===== src/rtl/mem_arb_pkg.sv =====
// Shared definitions for the two-port memory arbiter: FSM encoding, port ids, word width.
package mem_arb_pkg;

    localparam int WORD_W = 16;

    localparam logic PORT_I = 1'b0;
    localparam logic PORT_D = 1'b1;

    typedef enum logic {
        IDLE = 1'b0,
        ACC  = 1'b1
    } state_t;

endpackage


===== src/rtl/mem_arb_pick.sv =====
// Combinational 2-way picker: single requester wins outright, a tie goes to the port named by ptr_i.
module mem_arb_pick
    import mem_arb_pkg::*;
(
    input  logic fetch_req_i,
    input  logic data_req_i,
    input  logic ptr_i,
    output logic gnt_o
);

    always_comb begin
        gnt_o = PORT_I;
        if (fetch_req_i && data_req_i) begin
            gnt_o = ptr_i;
        end else if (data_req_i) begin
            gnt_o = PORT_D;
        end
    end

endmodule


===== src/rtl/mem_arbiter.sv =====
// Arbitrates a fetch port and a data port onto one 16-bit memory, one access per two cycles.
// Define MEM_ARB_RR_EN for round-robin tie-breaking; otherwise data wins ties.
module mem_arbiter
    import mem_arb_pkg::*;
#(
    parameter int ADDR_WIDTH = 16
) (
    input  logic                  clk,
    input  logic                  rst,
    input  logic                  i_req,
    input  logic [ADDR_WIDTH-1:0] i_addr,
    output logic                  i_ack,
    output logic [WORD_W-1:0]     i_rdata,
    input  logic                  d_req,
    input  logic                  d_wr,
    input  logic [ADDR_WIDTH-1:0] d_addr,
    input  logic [WORD_W-1:0]     d_wdata,
    output logic                  d_ack,
    output logic [WORD_W-1:0]     d_rdata,
    output logic                  d_err,
    output logic                  mem_enable,
    output logic                  mem_wr,
    output logic [ADDR_WIDTH-1:0] mem_addr,
    output logic [WORD_W-1:0]     mem_wdata,
    input  logic [WORD_W-1:0]     mem_rdata
);

    state_t                  state_q, state_d;
    logic                    win_q, wr_q, err_q;
    logic [ADDR_WIDTH-1:0]   addr_q;
    logic [WORD_W-1:0]       wdata_q;
    logic                    gnt;
    logic                    ptr;
    logic                    grab;
    logic [ADDR_WIDTH-1:0]   i_addr_al;

    assign grab      = (state_q == IDLE) && (i_req || d_req);
    assign i_addr_al = i_addr & ~ADDR_WIDTH'(1);

`ifdef MEM_ARB_RR_EN
    logic ptr_q;

    // Pointer hands the next tie to whichever port lost this grant.
    always_ff @(posedge clk or negedge rst) begin
        if (!rst) begin
            ptr_q <= PORT_I;
        end else if (grab) begin
            ptr_q <= ~gnt;
        end
    end

    assign ptr = ptr_q;
`else
    assign ptr = PORT_D;
`endif

    mem_arb_pick u_pick (
        .fetch_req_i (i_req),
        .data_req_i  (d_req),
        .ptr_i       (ptr),
        .gnt_o       (gnt)
    );

    always_ff @(posedge clk or negedge rst) begin
        if (!rst) begin
            state_q <= IDLE;
            win_q   <= PORT_I;
            wr_q    <= 1'b0;
            err_q   <= 1'b0;
        end else begin
            state_q <= state_d;
            if (grab) begin
                win_q <= gnt;
                wr_q  <= (gnt == PORT_D) && d_wr;
                err_q <= (gnt == PORT_D) && d_addr[0];
            end
        end
    end

    // Address and write data need no reset: they are only observed in ACC.
    always_ff @(posedge clk) begin
        if (grab) begin
            addr_q  <= (gnt == PORT_D) ? d_addr : i_addr_al;
            wdata_q <= (gnt == PORT_D) ? d_wdata : '0;
        end
    end

    always_comb begin
        state_d = state_q;
        case (state_q)
            IDLE:    if (i_req || d_req) state_d = ACC;
            ACC:     state_d = IDLE;
            default: state_d = IDLE;
        endcase
    end

    always_comb begin
        i_ack      = 1'b0;
        i_rdata    = '0;
        d_ack      = 1'b0;
        d_rdata    = '0;
        d_err      = 1'b0;
        mem_enable = 1'b0;
        mem_wr     = 1'b0;
        mem_addr   = '0;
        mem_wdata  = '0;
        if (state_q == ACC) begin
            mem_enable = !err_q;
            mem_wr     = wr_q && !err_q;
            mem_addr   = addr_q;
            mem_wdata  = wdata_q;
            if (win_q == PORT_D) begin
                d_ack   = 1'b1;
                d_err   = err_q;
                d_rdata = mem_rdata;
            end else begin
                i_ack   = 1'b1;
                i_rdata = mem_rdata;
            end
        end
    end

endmodule

===== config.mk =====
export PLATFORM = sky130hd
export DESIGN_NAME = mem_arbiter
export DESIGN_NICKNAME = d
export VERILOG_FILES = /design/src/rtl/mem_arb_pkg.sv /design/src/rtl/mem_arb_pick.sv /design/src/rtl/mem_arbiter.sv
export SDC_FILE = /design/constraint.sdc
export NUM_CORES = 1
export LEC_CHECK = 0
export ABC_AREA = 1
export CORE_ASPECT_RATIO = 0.75
export CORE_MARGIN = 2
export CORE_UTILIZATION = 36
export DETAILED_ROUTE_END_ITERATION = 16
export HOLD_SLACK_MARGIN = 0.06
export PLACE_DENSITY = 0.83
export SETUP_SLACK_MARGIN = 0.3
export SYNTH_ARGS = -nofsm -noshare
export SYNTH_HDL_FRONTEND = slang
export SYNTH_SLANG_ARGS = --single-unit

===== constraint.sdc =====
create_clock -name clk -period 2.25 [get_ports clk]
set_input_delay 0.225 -clock clk [delete_from_list [all_inputs] [get_ports clk]]
set_output_delay 0.225 -clock clk [all_outputs]
set_load 0.02 [all_outputs]

==> out/metrics.cfg <==
[clock_tree]
clock_sink_count = 36
cts_root_buf = clkbuf_8
cts_tree = done
cts-buffers-inserted = 5
clock_latency_ps = 280
h-tree-depth = 2
cts_hold_buf = 0
postCtsSetupBuffers = 0
clockBufferDepth = 2
path_clk_slew_ps = 60

[setup_path]
worstPathRequired_ps = 2030
crit_family = buffers and inverters
critPathKind = reg2out
cp_cell_sequence = buf_6 > nand2_1 > inv_1 > clkdlybuf4s50_1
max_stage_delay_ps = 610
cp-end-kind = output port
regToRegSetupSlack_ps = 910
cp_max_fo = 17
cp.arrival_ps = 1640
critPathLaunchType = register
worst-path-buf-inv = 3
cp_slowest_cell = clkdlybuf4s50_1

[logic_synthesis]
netlist_instances = 261
yosysWarnings = 0
avgSynthCellArea_um2 = 7.872
yosysTopAreaCell = edfxtp_1
yosys.area.top_type_share_pct = 46.77
ys_top_cells_by_area = edfxtp_1 47%, nand2_1 19%, inv_1 13%, nor2_4 5.5%, dfrtp_1 4.9%
ys_seq_area_share_pct = 51.64
synth_cell_types = 14
syn-cell-area_um2 = 2054
synthesis.nets = 330
synth_seq_cells = 36

[placed_design]
place_ws_ps = 428.7
port_buffers = 136
finalWeightedCongestion = 0.7287
dp_hpwl_um = 4441
place_area_um2 = 3470
dp.cells = 467

[global_route]
grtUsageTotal_pct = 17.21
antenna_found_initial = 0
grt_pass1_vias = 1838
grt_max_degree = 21
grt_pass1_wl_um = 8597
grt.overflow.total = 0

[floorplan]
die_x_um = 91.23
core_area_um2 = 5410
placementRows = 23
start_util_pct = 37.97
num_io_pins = 138
dieArea_um2 = 6334
dieHeight_um = 69.43

[power_and_ir_drop]
total_power_mw = 1.969
ir_drop_mv = 0.3322
leakagePower_nw = 1.985
pwr_density_cell_nw_per_um2 = 559.5

[final_layout]
postLayoutCoreUtil_pct = 65.06
final_common_cell = nand2_1
final_cell_mix = 103 x nand2_1, 100 x clkdlybuf4s50_1, 70 x inv_1
final_net_count = 468
area_growth_pct = 71.32
antenna-diode-count = 0
fin_area_um2 = 3520
fin_cells = 475
layout-drive-gt1-share_pct = 6.250

[routing]
routedWlPerCell_um = 11.44
dr.first_iter.drc_count = 71
via_per_inst = 4.122
postRouteWirelength_um = 5434
ant_nets = 0
num_vias = 1958
dr.pass1.iters = 4
drc = 0

[sta]
setup_viol = 0
rsz0062_at_grt = true
slew_violations = 0
setup_ws_ps = 381.2
min_period_ps = 1869
setup_tns_ps = 0
hold_viol_final = 0
skew_ps = 8.309
slew_headroom_pct = 69.71
period_share_pct = 83.06
tightest_slew_ps = 453.8
max_freq_ghz = 0.5351
timing.hold.ws_ps = 150.5

[run_status]
status = finished, final reports clean

[flow_run]
cap_viol_max_count = 0

[worst_hold_path]
min_path_type = in2async

[layout make-up]
type / instances / area [um^2]
clock inverters: 1 / 3.754
repair buffers: 142 / 1376
inverters: 72 / 275.3
multi-input cells: 142 / 633.1
fillers: 479 / 1891
well taps: 75 / 93.84
clock buffers: 7 / 76.32
flip-flops and latches: 36 / 1061
[power by group]
| part | leakage [nW] | switching, mW | internal, mW |
|---|---|---|---|
| clock | 0.0399 | 0.210 | 0.215 |
| combinational | 1.58 | 0.382 | 0.321 |
| sequential | 0.366 | 0.0292 | 0.811 |
| total | 1.98 | 0.622 | 1.35 |
[metal layers]
metal | vias to the layer above | part of all wire [%] | global-route usage [%]
met5 | - | 0 | 0
met4 | 0 | 1.3 | 4.209
met3 | 6 | 6.1 | 4.565
met2 | 67 | 54 | 33.42
met1 | 871 | 38 | 18.42
li1 | 1014 | - | -
[registers in the layout, indices dropped and copies added (netlist names)]
signal,cells
state_q,1
wdata_q,16
err_q,1
addr_q,16
win_q,1
wr_q,1
[Yosys cell counts]
cell and count:
buf_12 1, buf_2 7, buf_4 1, buf_6 2
dfrtp_1 4, edfxtp_1 32, inv_1 70, inv_4 2
nand2_1 103, nand2_4 1, nor2_1 26, nor2_4 10
nor2_8 1, o21ai_1 1
[kinds of logic after synthesis]
| group | count (synthesis) | share of synthesized area, % |
|---|---|---|
| flip-flops | 36 | 51.64 |
| AND/OR/NAND/NOR | 141 | 30.57 |
| buffers and inverters | 83 | 17.54 |
| AO/OA/AOI/OAI | 1 | 0.2434 |
[final timing paths]
path | cells past startpoint | to | from
max in group asynchronous | 1 | err_q | rst
worst max-delay path | 4 | mem_wdata[10] | state_q
worst max register to register | 4 | addr_q[15] | state_q
worst min-delay path | 1 | wr_q | rst
min in group clk | 2 | wr_q | wr_q
worst min register to register | 2 | wr_q | wr_q
[worst register-to-register path, delay by kind of cell, from the launching register on]
family | cells | cell delay (ps)
compound gates | 1 | 130
buf+inv | 3 | 450
flops | 1 | 430
[what timing repair did]
item	CTS	global route
gates resized for setup	35	3
pin swaps	0	0
endpoints found under the setup margin	34	17
No activity file was read; power rests on OpenSTA's default activity.
